$ cat src/rtl/instr_fetch_unit_pkg.sv
// Shared widths, fetch FSM states and buffered-entry layout for the
// instruction fetch unit and its output buffer.
package instr_fetch_unit_pkg;

  localparam int PC_W    = 8;
  localparam int INSTR_W = 32;

  typedef enum logic [1:0] {
    IDLE,
    REQ,
    WAIT,
    DRAIN
  } fetch_state_e;

  typedef struct packed {
    logic [PC_W-1:0]    pc;
    logic [INSTR_W-1:0] instr;
  } fetch_entry_t;

  // Fetch addresses are word aligned; the low two bits are always cleared.
  function automatic logic [PC_W-1:0] align_pc(input logic [PC_W-1:0] pc);
    return pc & ~PC_W'(3);
  endfunction

endpackage

$ cat src/rtl/instr_fetch_unit_if.sv
// Bundles the redirect input, the instruction-memory request/response bus,
// the decode-side output stream and a debug view of the fetch FSM.
interface instr_fetch_unit_if;
  import instr_fetch_unit_pkg::*;

  // Handshakes: a memory request transfers on a cycle where imem_req and
  // imem_gnt are both high, and imem_addr holds until then; imem_rvalid is a
  // one-cycle response. A decode entry transfers on a cycle where if_valid and
  // if_ready are both high; if_valid never depends on if_ready.
  logic               redirect_valid;
  logic [PC_W-1:0]    redirect_pc;
  logic               imem_req;
  logic [PC_W-1:0]    imem_addr;
  logic               imem_gnt;
  logic               imem_rvalid;
  logic [INSTR_W-1:0] imem_rdata;
  logic               if_valid;
  logic               if_ready;
  logic [PC_W-1:0]    if_pc;
  logic [INSTR_W-1:0] if_instr;
  fetch_state_e       state;

  modport master (
    input  redirect_valid, redirect_pc, imem_gnt, imem_rvalid, imem_rdata, if_ready,
    output imem_req, imem_addr, if_valid, if_pc, if_instr, state
  );

  modport slave (
    output redirect_valid, redirect_pc, imem_gnt, imem_rvalid, imem_rdata, if_ready,
    input  imem_req, imem_addr, if_valid, if_pc, if_instr, state
  );

endinterface

$ cat src/rtl/instr_fetch_unit_fetch_fifo.sv
// Small shift-style FIFO of fetched entries; the head always sits in entry 0
// so the decode outputs come straight from a register.
module fetch_fifo
  import instr_fetch_unit_pkg::*;
#(
  parameter int DEPTH = 2,
  localparam int CNT_W = $clog2(DEPTH + 1),
  localparam int IDX_W = $clog2(DEPTH)
) (
  input  logic             clk,
  input  logic             rst,
  input  logic             push,
  input  logic             pop,
  input  logic             flush,
  input  fetch_entry_t     din,
  output fetch_entry_t     head,
  output logic [CNT_W-1:0] count,
  output logic             full,
  output logic             empty
);

  fetch_entry_t     mem [DEPTH];
  logic             pop_ok;
  logic [IDX_W-1:0] wr_idx;

  assign empty  = (count == '0);
  assign full   = (count == CNT_W'(DEPTH));
  assign pop_ok = pop && !empty;
  // After a pop the entries shift down, so a same-cycle push lands one lower.
  assign wr_idx = IDX_W'(pop_ok ? count - 1'b1 : count);
  assign head   = mem[0];

  always_ff @(posedge clk or posedge rst) begin
    if (rst) begin
      count <= '0;
      for (int i = 0; i < DEPTH; i++) mem[i] <= '0;
    end else if (flush) begin
      count <= '0;
    end else begin
      if (pop_ok) begin
        for (int i = 0; i < DEPTH - 1; i++) mem[i] <= mem[i+1];
      end
      if (push) mem[wr_idx] <= din;
      count <= count + CNT_W'(push) - CNT_W'(pop_ok);
    end
  end

endmodule

$ cat src/rtl/instr_fetch_unit.sv
// Instruction fetch unit: one outstanding memory request at a time, results
// buffered for decode, with branch redirect and flush.
module instr_fetch_unit
  import instr_fetch_unit_pkg::*;
#(
  parameter logic [PC_W-1:0] RESET_PC   = 8'h00,
  parameter int              FIFO_DEPTH = 2
) (
  input logic               clk,
  input logic               rst,
  instr_fetch_unit_if.master bus
);

  localparam int CNT_W = $clog2(FIFO_DEPTH + 1);

  fetch_state_e     state;
  logic [PC_W-1:0]  fetch_pc;
  logic [PC_W-1:0]  granted_pc;
  logic             outstanding;
  logic             credit_ok;
  logic             push;
  logic             pop;
  logic [CNT_W-1:0] fifo_count;
  logic             fifo_full;
  logic             fifo_empty;
  fetch_entry_t     head;

  assign outstanding = (state == WAIT) || (state == DRAIN);
  // A new request may only start if its result is guaranteed a FIFO slot.
  assign credit_ok   = (int'(fifo_count) + int'(outstanding)) < FIFO_DEPTH;
  assign push        = (state == WAIT) && bus.imem_rvalid && !bus.redirect_valid && !fifo_full;
  assign pop         = bus.if_valid && bus.if_ready;

  always_ff @(posedge clk or posedge rst) begin
    if (rst) begin
      state      <= IDLE;
      fetch_pc   <= align_pc(RESET_PC);
      granted_pc <= '0;
    end else begin
      case (state)
        IDLE:  if (!bus.redirect_valid && credit_ok) state <= REQ;
        REQ: begin
          if (bus.imem_gnt) begin
            state      <= bus.redirect_valid ? DRAIN : WAIT;
            granted_pc <= fetch_pc;
            fetch_pc   <= fetch_pc + PC_W'(4);
          end else if (bus.redirect_valid) begin
            state <= IDLE;
          end
        end
        WAIT: begin
          if (bus.imem_rvalid)         state <= IDLE;
          else if (bus.redirect_valid) state <= DRAIN;
        end
        DRAIN: if (bus.imem_rvalid) state <= IDLE;
        default: state <= IDLE;
      endcase
      // The redirect target overrides the post-grant increment.
      if (bus.redirect_valid) fetch_pc <= align_pc(bus.redirect_pc);
    end
  end

  fetch_fifo #(.DEPTH(FIFO_DEPTH)) u_fifo (
    .clk   (clk),
    .rst   (rst),
    .push  (push),
    .pop   (pop),
    .flush (bus.redirect_valid),
    .din   ('{pc: granted_pc, instr: bus.imem_rdata}),
    .head  (head),
    .count (fifo_count),
    .full  (fifo_full),
    .empty (fifo_empty)
  );

  assign bus.imem_req  = (state == REQ);
  assign bus.imem_addr = fetch_pc;
  assign bus.if_valid  = !fifo_empty;
  assign bus.if_pc     = head.pc;
  assign bus.if_instr  = head.instr;
  assign bus.state     = state;

endmodule

$ cat src/flat_wrapper.sv
// flat-port wrapper written by rule: the top's interface ports become plain ports
module instr_fetch_unit_flat import instr_fetch_unit_pkg::*;
#(
  parameter logic [PC_W-1:0] RESET_PC   = 8'h00,
  parameter int              FIFO_DEPTH = 2
)
  (clk, rst, bus_redirect_valid, bus_redirect_pc, bus_imem_gnt, bus_imem_rvalid, bus_imem_rdata, bus_if_ready, bus_imem_req, bus_imem_addr, bus_if_valid, bus_if_pc, bus_if_instr, bus_state);
  instr_fetch_unit_if bus_i ();
  input logic clk;
  input logic rst;
  input wire logic [$bits(bus_i.redirect_valid)-1:0] bus_redirect_valid;
  input wire logic [$bits(bus_i.redirect_pc)-1:0] bus_redirect_pc;
  input wire logic [$bits(bus_i.imem_gnt)-1:0] bus_imem_gnt;
  input wire logic [$bits(bus_i.imem_rvalid)-1:0] bus_imem_rvalid;
  input wire logic [$bits(bus_i.imem_rdata)-1:0] bus_imem_rdata;
  input wire logic [$bits(bus_i.if_ready)-1:0] bus_if_ready;
  output wire logic [$bits(bus_i.imem_req)-1:0] bus_imem_req;
  output wire logic [$bits(bus_i.imem_addr)-1:0] bus_imem_addr;
  output wire logic [$bits(bus_i.if_valid)-1:0] bus_if_valid;
  output wire logic [$bits(bus_i.if_pc)-1:0] bus_if_pc;
  output wire logic [$bits(bus_i.if_instr)-1:0] bus_if_instr;
  output wire logic [$bits(bus_i.state)-1:0] bus_state;
  assign bus_i.redirect_valid = bus_redirect_valid;
  assign bus_i.redirect_pc = bus_redirect_pc;
  assign bus_i.imem_gnt = bus_imem_gnt;
  assign bus_i.imem_rvalid = bus_imem_rvalid;
  assign bus_i.imem_rdata = bus_imem_rdata;
  assign bus_i.if_ready = bus_if_ready;
  assign bus_imem_req = bus_i.imem_req;
  assign bus_imem_addr = bus_i.imem_addr;
  assign bus_if_valid = bus_i.if_valid;
  assign bus_if_pc = bus_i.if_pc;
  assign bus_if_instr = bus_i.if_instr;
  assign bus_state = bus_i.state;
  instr_fetch_unit #(.RESET_PC(RESET_PC), .FIFO_DEPTH(FIFO_DEPTH)) u_core (.clk(clk), .rst(rst), .bus(bus_i));
endmodule
$ cat config.mk
export PLATFORM = sky130hd
export DESIGN_NAME = instr_fetch_unit_flat
export DESIGN_NICKNAME = d
export VERILOG_FILES = /design/src/rtl/instr_fetch_unit_pkg.sv /design/src/rtl/instr_fetch_unit_if.sv /design/src/rtl/instr_fetch_unit_fetch_fifo.sv /design/src/rtl/instr_fetch_unit.sv /design/src/flat_wrapper.sv
export SDC_FILE = /design/constraint.sdc
export NUM_CORES = 1
export LEC_CHECK = 0
export ABC_CLOCK_PERIOD_IN_PS = 4750
export CAP_MARGIN = 20
export CORE_MARGIN = 2
export CORE_UTILIZATION = 35
export CTS_CLUSTER_DIAMETER = 120
export DETAILED_ROUTE_END_ITERATION = 12
export GPL_TIMING_DRIVEN = 1
export PLACE_DENSITY = 0.7
export SYNTH_ARGS = -nofsm -noshare
export SYNTH_HDL_FRONTEND = slang
export SYNTH_SLANG_ARGS = --single-unit
export TNS_END_PERCENT = 50
$ cat constraint.sdc
create_clock -name clk -period 4.75 [get_ports clk]
set_input_delay 0.95 -clock clk [delete_from_list [all_inputs] [get_ports clk]]
set_output_delay 0.95 -clock clk [all_outputs]
set_load 0.02 [all_outputs]
* Word-level counts from Yosys, hierarchy flattened
Index checks and enable logic that the tools add are counted.
** Cells by class
- $add $sub $neg :: 5
- Mux-type cells :: 19
- Equality and inequality tests :: 8
- Reductions and logical operators :: 19
- Bitwise logic cells :: 2
- $lt $le $gt $ge :: 3
** Operator list (count)
- 2-to-1 mux 40 bit :: 3
- bitwise mux 80 bit :: 1
- 2-to-1 mux 80 bit :: 1
- demux 40 bit (select 1 bit) :: 1
- < comparator 32 x 3 -> 1 bit, second input constant :: 1
- 2-to-1 mux 8 bit :: 3
- 2-to-1 mux 2 bit :: 7
- adder 8 x 3 -> 8 bit, second input constant :: 1
- one-hot mux 2 bit (4 select lines) :: 1
- logical AND 1 bit :: 7
- == test 2 bit, second input constant :: 3
- != test 3 bit, second input constant :: 2
- AND reduction 2 bit :: 3
- zero test 2 bit :: 2
- AND reduction 4 bit :: 1
- nonzero test 2 bit :: 2
- adder 2 x 1 -> 3 bit :: 1
- zero test 1 bit :: 3
- adder 2 x 1 -> 2 bit :: 1
- == test 2 x 1 -> 1 bit, second input constant :: 1
- greater-or-equal comparator 2 bit, second input constant :: 1
- < comparator 2 x 1 -> 1 bit, second input constant :: 1
- 2-to-1 mux 1 bit :: 2
- != test 2 x 1 -> 1 bit, second input constant :: 1
- other kinds (6) :: 6
** Word-level totals
- Output and inout bits :: 52
- Register bits after elaboration :: 100
- Word-level logic and storage cells :: 64
- Bits of input ports :: 46

* Logic depth before layout (Yosys ltp)
- Depth in word-level cells :: 12
- Depth in mapped cells :: 9
- Gate-level depth less buffers :: 7

* Modules after synthesis
A second synthesis with hierarchy kept.
** Second synthesis, totals
- Cell total of the unflattened synthesis :: 343
- Area total of the unflattened synthesis :: 4425.5 um^2
** Modules (own cells, without submodules)
- fetch_fifo :: cells an instance 276, sequential area each 2052.0 um^2, area each 3724.8 um^2, instances 1
- instr_fetch_unit :: cells an instance 67, sequential area each 350.3 um^2, area each 700.7 um^2, instances 1

* Worst setup path after synthesis
Ideal clock, no wire load.
- Kind :: input port to flip-flop
- Start point :: input port bus_redirect_valid
- End point :: register u_core.u_fifo.count[0]
- Data required time :: 4.619 ns
- Data arrival time :: 2.136 ns
- Setup slack :: 2.483 ns
- Setup time :: 0.131 ns
- Stages :: 7
- Buffers on the path :: 1
- Path through :: nand4bb_4 -> clkbuf_1 -> a21o_1 -> ha_1 -> inv_1 -> ha_1 -> nor2b_1
** On the way
- Cells in the longest elaborated chain, start to end :: 6
** RTL lines
- start: declaration :: line flat_wrapper.sv:11 : input wire logic [$bits(bus_i.redirect_valid)-1:0] bus_redirect_valid;
- zero test 1 bit :: line instr_fetch_unit.sv:31 : assign push = (state == WAIT) && bus.imem_rvalid && !bus.redirect_valid && !fifo_full;
- logical AND 1 bit (2 in series) :: line instr_fetch_unit.sv:31
- adder 2 x 1 -> 2 bit :: line instr_fetch_unit_fetch_fifo.sv:44 : count <= count + CNT_W'(push) - CNT_W'(pop_ok);
- subtractor 2 x 1 -> 2 bit :: line instr_fetch_unit_fetch_fifo.sv:44
- 2-to-1 mux 2 bit * :: line instr_fetch_unit_fetch_fifo.sv:37 : end else if (flush) begin
- end signal: assignment :: line instr_fetch_unit_fetch_fifo.sv:44
- end: declaration :: line instr_fetch_unit_fetch_fifo.sv:17 : output logic [CNT_W-1:0] count,
Mark *: on every way between the ends. The rest lies on a longest branch, timed or not.
A chain may end at the register's enable or synchronous reset.

* Final worst setup path
- Start point :: input port bus_imem_rvalid
- End point :: register u_core.u_fifo.mem[0] (netlist bit)
** On the way
- Cells in the longest elaborated chain, start to end :: 4
** RTL lines
- start: declaration :: line flat_wrapper.sv:14 : input wire logic [$bits(bus_i.imem_rvalid)-1:0] bus_imem_rvalid;
- logical AND 1 bit (3 in series) :: line instr_fetch_unit.sv:31
- AND reduction 2 bit (no line)
- end signal: indexed assignment :: line instr_fetch_unit_fetch_fifo.sv:43 : if (push) mem[wr_idx] <= din;
- end: declaration :: line instr_fetch_unit_fetch_fifo.sv:22 : fetch_entry_t mem [DEPTH];
Every way passes these cells.

==> impl_metrics.py <==
metrics = {
    "clock_network": {
        "numCtsBuffers": 9,
        "cts_root_buf": "clkbuf_16",
        "cts.clk_slew.worst_paths_ns": 0.06,
        "cts_tree": "built",
        "cts_hold_buf": 0,
        "cts.sinks": 94,
        "cts_max_level": 3,
        "cts_setup_buffers": 0,
        "cts_resized": 0,
        "insertion_delay_ns": 0.33,
        "cts_buffer_depth": 2,
    },
    "sta": {
        "post-route-period-util_pct": 71.5,
        "tns_ns": 0,
        "rsz0062_at_grt": "no",
        "max_freq_mhz": 294,
        "finalSetupViolations": 0,
        "drv_slew": 0,
        "min_period_ns": 3.40,
        "finalHoldViolations": 0,
        "finalClockSkew_ns": 0.00591,
        "slew_headroom_pct": 25.5,
        "max_slew.worst_pin.slew_ns": 1.12,
    },
    "cells_and_area": {
        "drive_gt1_share_pct": 14.8,
        "syn_to_final_growth_pct": 21.3,
        "area.sequential_mm2": 0.00235,
        "n_fill_cell": 1280,
        "nets": 509,
        "multi_input_area_mm2": 0.00189,
        "antenna_cells": 0,
    },
    "drt": {
        "vias": 3513,
        "wl_per_cell_um": 17.5,
        "wl_um": 11200,
        "drt-pass1-iter-count": 5,
        "drc": 0,
        "antenna_left": 0,
        "drtIter0Drc": 268,
        "vias_per_cell": 5.48,
    },
    "synth": {
        "ys_warn_count": 0,
        "synthArstFlopShare_pct": 100,
        "synth_area_mm2": 0.00476,
        "yosys_most_used_dff": "dfrtp_1",
        "ys_seq_elements": 94,
        "synth_top_area_share_pct": 49.4,
        "synth_area_leaders": "dfrtp_1 49%, a2111oi_0 7.2%, buf_4 6.6%",
        "syn_avg_cell_area_um2": 11.0,
        "synth_common_cells": "94 x dfrtp_1, 42 x buf_4, 40 x o21ai_0",
        "synthCells": 433,
        "synth_top_area_cell": "dfrtp_1",
        "synth_edf_count": 0,
        "yosysMostFrequentCell": "dfrtp_1",
        "ys_types": 36,
        "seq_area_frac_synth_pct": 49.4,
    },
    "global_routing": {
        "grt_util_all_layers_pct": 15.9,
        "first_global_vias": 3669,
        "grt_pass1_wl_um": 18700,
        "antenna_found_initial": 0,
        "overflow": 0,
        "grt_max_degree": 94,
    },
    "power": {
        "clkPwrFrac_pct": 21.9,
        "ir_worst_vdd_mv": 0.296,
        "power_frac_comb_pct": 40.3,
        "cellPowerDensity_mw_per_mm2": 577,
        "p_seq_share_pct": 37.8,
        "p_sw_share_pct": 36.1,
        "leakage_nw": 2.41,
        "design_power_total_mw": 3.33,
        "net-switching-power_mw": 1.20,
        "p_int_mw": 2.13,
    },
    "floorplan": {
        "io_pins": 98,
        "initial_utilization_pct": 36.0,
        "core_area_mm2": 0.0132,
        "fp.dieArea_mm2": 0.0146,
        "dieHeight_um": 121,
        "fp-row-count": 42,
        "die_w_um": 121,
    },
    "critical_path": {
        "cp.arrival_ns": 3.61,
        "crit_fanout": 41,
        "worstPathRequired_ns": 4.96,
        "crit_type": "in2reg",
        "worstSetupStartpointType": "input port",
        "cp-end-kind": "flop",
    },
    "hold_path": {
        "min_path_type": "reg2reg",
    },
    "place": {
        "io_buffer_count": 93,
        "dpl.hpwl_um": 6940,
        "globalplace.congestion": 0.729,
    },
    "status": {
        "status": "finished, final reports clean",
    },
    "job": {
        "maxCapViolations": 0,
    },
}
[final cells by class]
| cell class | count | share of cell area [%] |
|---|---|---|
| clock buffers | 13 | 4.51 |
| clock inverters | 3 | 0.737 |
| inverters | 6 | 0.433 |
| multi-input cells | 249 | 32.8 |
| flip-flops and latches | 94 | 40.7 |
| well taps | 176 | 3.81 |
| repair buffers | 100 | 16.9 |
[power by group through the flow]
stage	combinational [mW]	sequential, mW	clock, mW
5_1_grt	1.45	1.30	0.777
4_1_cts	1.35	1.26	0.747
3_3_place_gp	1.32	1.26	0
2_1_floorplan	1.02	1.23	0
6_report	1.34	1.26	0.728
3_5_place_dp	1.35	1.27	0
[metrics by stage]
stage | cell area [um2] | hold WS (ns) | setup WS, ns | utilization [%] | std cells
after floorplan | 4760 | 0.466 | 1.35 | - | 434
after global placement | 5470 | 0.483 | 1.07 | 41.3 | 625
after detailed placement | 5470 | 0.494 | 1.04 | 41.3 | 625
after CTS | 5770 | 0.508 | 1.40 | 43.6 | 641
after global routing | 5770 | 0.524 | 1.27 | 43.6 | 641
final | 5770 | 0.506 | 1.35 | 43.6 | 641
[per-layer routing]
metal	vias to the layer above	routed length [um]	track usage (%)
li1	1640	-	-
met2	106	5480	25.9
met4	0	149	6.32
met1	1754	5020	20.8
met5	-	0	0
met3	13	570	3.30
[path summary, 6_finish.rpt]
| path | start | endpoint | slack (ns) | depth (start not counted) |
|---|---|---|---|---|
| min in group asynchronous | rst | u_core.u_fifo.head[15] | 1.11 | 2 |
| hold reg to reg | u_core.u_fifo.mem[15] | u_core.u_fifo.mem[15] | 0.51 | 1 |
| max in group asynchronous | rst | u_core.u_fifo.mem[27] | 2.90 | 3 |
| hold / removal | u_core.u_fifo.mem[15] | u_core.u_fifo.mem[15] | 0.51 | 1 |
| setup / recovery | bus_imem_rvalid | u_core.u_fifo.mem[0] | 1.35 | 4 |
| setup reg to reg | u_core.bus.state[0] | u_core.u_fifo.mem[0] | 1.88 | 3 |
[cell families after synthesis]
| kind of cell | synth area share, % |
|---|---|
| mux | 11.7 |
| other cells | 0.0788 |
| simple gates | 7.83 |
| flops | 49.4 |
| buf+inv | 11.1 |
| xor+xnor | 0.736 |
| compound gates | 18.3 |
| fa+ha+maj | 0.789 |
[cell usage in the layout (no fill, tap or decap), types with 2 or more instances in the layout]
cell type / n
clkbuf_16: 9
o21ai_1: 3
clkbuf_1: 2
mux2_2: 22
buf_4: 7
nand4b_1: 2
clkdlybuf4s50_1: 92
o31a_1: 2
xor2_1: 3
a21o_1: 3
nor2b_1: 4
and3_1: 2
clkbuf_8: 2
nand3_1: 39
mux2_4: 20
a31oi_1: 38
a2111oi_0: 39
inv_1: 5
o21ai_0: 39
conb_1: 2
nand2_1: 12
ha_1: 3
dfrtp_1: 94
nor4_1: 2
[worst max-delay path, cell delays in order]
cell and delay (ns):
clkdlybuf4s50_1 0.54, nand4bb_4 0.52, or3_2 1.08, mux2_4 0.47
[state kept, by name (all words and copies together), names as in the netlist]
signal                cells
u_core.granted_pc         6
u_core.u_fifo.head       40
u_core.u_fifo.count       2
u_core.bus.state          2
u_core.u_fifo.mem        38
u_core.bus.imem_addr      6
(Power assumes the default switching activity.)
==> variant 1 (config.mk and constraints unchanged) <==
Reset style: synchronous (`rst`), changed in 2 clocked blocks.
--- a/src/rtl/instr_fetch_unit_fetch_fifo.sv
+++ b/src/rtl/instr_fetch_unit_fetch_fifo.sv
@@ -30,7 +30,7 @@
   assign wr_idx = IDX_W'(pop_ok ? count - 1'b1 : count);
   assign head   = mem[0];
 
-  always_ff @(posedge clk or posedge rst) begin
+  always_ff @(posedge clk) begin
     if (rst) begin
       count <= '0;
       for (int i = 0; i < DEPTH; i++) mem[i] <= '0;
--- a/src/rtl/instr_fetch_unit.sv
+++ b/src/rtl/instr_fetch_unit.sv
@@ -31,7 +31,7 @@
   assign push        = (state == WAIT) && bus.imem_rvalid && !bus.redirect_valid && !fifo_full;
   assign pop         = bus.if_valid && bus.if_ready;
 
-  always_ff @(posedge clk or posedge rst) begin
+  always_ff @(posedge clk) begin
     if (rst) begin
       state      <= IDLE;
       fetch_pc   <= align_pc(RESET_PC);
Check against the original RTL: differs if rst is asserted again (counterexample within 4 cycles, from zero or initial values and one cycle with rst high); with rst held inactive, the same outputs for 4 cycles.
==> variant 1 against the unedited design <==
  * Critical path depth increased by 2
  * Global-route usage decreased by 2.7 points
  * Synthesized area decreased by 11%
  * Design area decreased by 3.1%
  * Sequential cell count decreased by 2
  * Wire length decreased by 27%
  * Worst setup slack improved by 0.28 ns
  * Critical endpoint is now u_core.u_fifo.mem[0][19]
  * Largest cell class unchanged
  * Highest routed layer unchanged
Power is not compared: it rests on default switching activity, and its combinational part moved more than twofold at a synthesized area within 25%.
==> variant 1: results (changes against the unedited design) <==
ys_seq_area_share_pct: 61.7  # +12 points
worstPathMaxFanout: 14  # -66%
pre_cts_slack_ns: 1.11  # +0.0732 ns
synth_fa_ha_area_share_pct: 0.889  # +0.10 points
cpLargestDelayFamily: "buffers and inverters"
max_stage_delay_ns: 0.60  # -0.48 ns
place_hpwl_microns: 5500  # -21%
finalNetCount: 439  # -14%
grt_max_degree: 41  # -56%
layout-drive-gt1-share_pct: 17.2  # +2.4 points
grt_pass1_vias: 2603  # -29%
wl_per_cell_microns: 15.1  # -13%
synth_edf_count: 76  # +76
cp_slowest_cell: "clkdlybuf4s50_1"
synth_compound_area_share_pct: 3.08  # -15 points
dr.pass1.iters: 4  # -1
worstPathArrival_ns: 3.20  # -0.41 ns
largest_reg_flops: 76  # +90%
gp_congestion: 0.731  # +0.26%
clock_skew_ns: 0.00716  # +0.00125 ns
synth_mux_area_share_pct: 13.3  # +1.6 points
port_buffers: 91  # -2.2%
ys_types: 38  # +5.6%
status: "finished, final reports clean"
yosys-top-cells-area: "edfxtp_1 (54%), dfxtp_1 (7.6%), mux2_4 (7.1%)"
vias_per_cell: 4.82  # -12%
## variant 1: per-stage QoR
stage / hold WS, ns / instances / area (sq um)
2_1_floorplan: 0.444 / 307 / 4230
3_3_place_gp: 0.469 / 525 / 5250
3_5_place_dp: 0.467 / 525 / 5250
4_1_cts: 0.476 / 541 / 5570
5_1_grt: 0.514 / 542 / 5600
6_report: 0.472 / 542 / 5600
## variant 1: area by class of cell
cell class / count / area (sq um)
fillers: 1108 / 6320
multi-input cells: 185 / 1500
flip-flops and latches: 92 / 2600
well taps: 147 / 184
inverters: 4 / 15.0
repair buffers: 98 / 983
clock inverters: 4 / 25.0
clock buffers: 12 / 289
## variant 1: worst paths after layout
kind                          startpoint                       end  slack (ns)  cells past startpoint
setup / recovery      bus_redirect_valid  u_core.u_fifo.mem[0][19]        1.63                      6
setup reg to reg  u_core.u_fifo.count[0]  u_core.u_fifo.mem[0][14]        2.24                      5
hold / removal      u_core.granted_pc[4]      u_core.granted_pc[4]        0.47                      2
hold reg to reg     u_core.granted_pc[4]      u_core.granted_pc[4]        0.47                      2
## variant 1: worst reg2reg max path, stage by stage, from the launching register on
cell and delay, ns:
dfxtp_1 0.51, o21a_1 0.19, buf_4 0.32, a21oi_1 0.12, o21ai_4 0.70, buf_4 0.37
## variant 1: where the power goes
part | leakage [nW] | switching [mW] | total [mW] | internal, mW
registers | 0.917 | 0.0149 | 0.918 | 0.903
logic | 1.25 | 0.0824 | 0.164 | 0.0816
clock network | 0.160 | 0.296 | 0.729 | 0.433
## variant 1: metal layers
layer / GRT usage, % / vias to the layer above / share of wire (%)
li1: - / 1275 / -
met1: 15.8 / 1250 / 44
met2: 22.4 / 76 / 50
met3: 3.93 / 9 / 4.7
met4: 5.04 / 0 / 1.1
met5: 0 / - / 0
==> variant 2 (same settings) <==
Made on the original files. `FIFO_DEPTH` is set to 2 in 2 places; all go to 8.
--- a/src/rtl/instr_fetch_unit.sv
+++ b/src/rtl/instr_fetch_unit.sv
@@ -4,7 +4,7 @@
   import instr_fetch_unit_pkg::*;
 #(
   parameter logic [PC_W-1:0] RESET_PC   = 8'h00,
-  parameter int              FIFO_DEPTH = 2
+  parameter int              FIFO_DEPTH = 8
 ) (
   input logic               clk,
   input logic               rst,
--- a/src/flat_wrapper.sv
+++ b/src/flat_wrapper.sv
@@ -2,7 +2,7 @@
 module instr_fetch_unit_flat import instr_fetch_unit_pkg::*;
 #(
   parameter logic [PC_W-1:0] RESET_PC   = 8'h00,
-  parameter int              FIFO_DEPTH = 2
+  parameter int              FIFO_DEPTH = 8
 )
   (clk, rst, bus_redirect_valid, bus_redirect_pc, bus_imem_gnt, bus_imem_rvalid, bus_imem_rdata, bus_if_ready, bus_imem_req, bus_imem_addr, bus_if_valid, bus_if_pc, bus_if_instr, bus_state);
   instr_fetch_unit_if bus_i ();
Behaviour: same outputs for any inputs over 4 cycles, from zero or initial values and one cycle with rst high; that may be too few to reach the edited logic, so the function may still have changed.
==> variant 2 against the unedited design <==
  * Count of clock-buffer cells in the layout rose by 42
  * Via count rose to 3.3 times the old value
  * Wire length grew to 3.7 times the old value
  * Register-to-register slack got worse by 0.55 ns
  * Sequential cell count is 242 higher
  * Synthesized area grew to 3.3 times the old value
  * Clock power increased to 3.9 times the old value
  * Design area grew to 3.1 times the old value
  * Maximum frequency is 0.83% lower
  * Global-route usage up 1.8 points
  * Power rose to 3.4 times the old value
  * Critical path depth rose by 4
  * Worst setup slack lost 0.028 ns
  * Sequential power grew to 3.8 times the old value
==> variant 2: results (changes against the unedited design) <==
dr_total_vias: 11500  # +230%
final-clk-cell-share_pct: 6.64  # +1.4 points
dr.pass1.iters: 9  # +4
signal_buffers: 127  # +27%
max_stage_delay_ns: 0.76  # -0.32 ns
routed_wl_microns: 41800  # +270%
dpl.cell_count: 1874  # +200%
grt_max_degree: 113  # +20%
cts_buffers: 38  # +29
worstPathArrival_ns: 3.88  # +0.27 ns
num-clock-buffers: 55  # +42
p_per_area_nw_per_um2: 637  # +10%
grt_usage_pct: 17.8  # +1.8 points
nFillCells: 4105  # +220%
clock_skew_ns: 0.0166  # +0.0107 ns
whs_ns: 0.489  # -0.0165 ns
synth_seq_cells: 336  # +260%
vias_per_cell: 5.95  # +8.6%
ys_types: 51  # +42%
ys_seq_area_share_pct: 53.2  # +3.8 points
place_area_sq_um: 16800  # +210%
place_hpwl_microns: 23600  # +240%
r2r_cells: 8  # +5
min-delay-start: "u_core.u_fifo.mem[1]"
cts_buffer_depth: 3  # +1
status: "finished, final reports clean"
largest_reg_flops: 278  # +600%
ys_top_cells_by_count: "dfrtp_1 (336), o221a_2 (220), or3_1 (190)"
worstPathMaxFanout: 21  # -49%
variant 2: how the worst max path moves through the flow:
stage	to	slack, ns	depth (start not counted)
finish	u_core.u_fifo.mem[238]	1.33	8
global route	u_core.u_fifo.mem[238]	1.15	8
CTS	u_core.u_fifo.mem[238]	1.35	8
detailed placement	u_core.u_fifo.mem[224]	0.92	7
global placement	u_core.u_fifo.mem[228]	0.99	7
floorplan	u_core.bus.imem_addr[2]	-0.69	1
variant 2: routing by layer:
layer	vias to the layer above	part of all wire [%]	global-route usage, %
li1	5024	-	-
met1	5960	43	23.7
met2	498	47	29.0
met3	63	7.5	3.72
met4	4	2.3	5.75
met5	-	0.065	0
variant 2: logic make-up after synthesis:
kind of cell,after synthesis,share of synthesized area (%)
fa+ha+maj,11,0.918
mux,43,3.02
other cells,1,0.0237
flops,336,53.2
buf+inv,258,8.24
xor+xnor,9,0.594
compound gates,314,20.5
simple gates,395,13.5
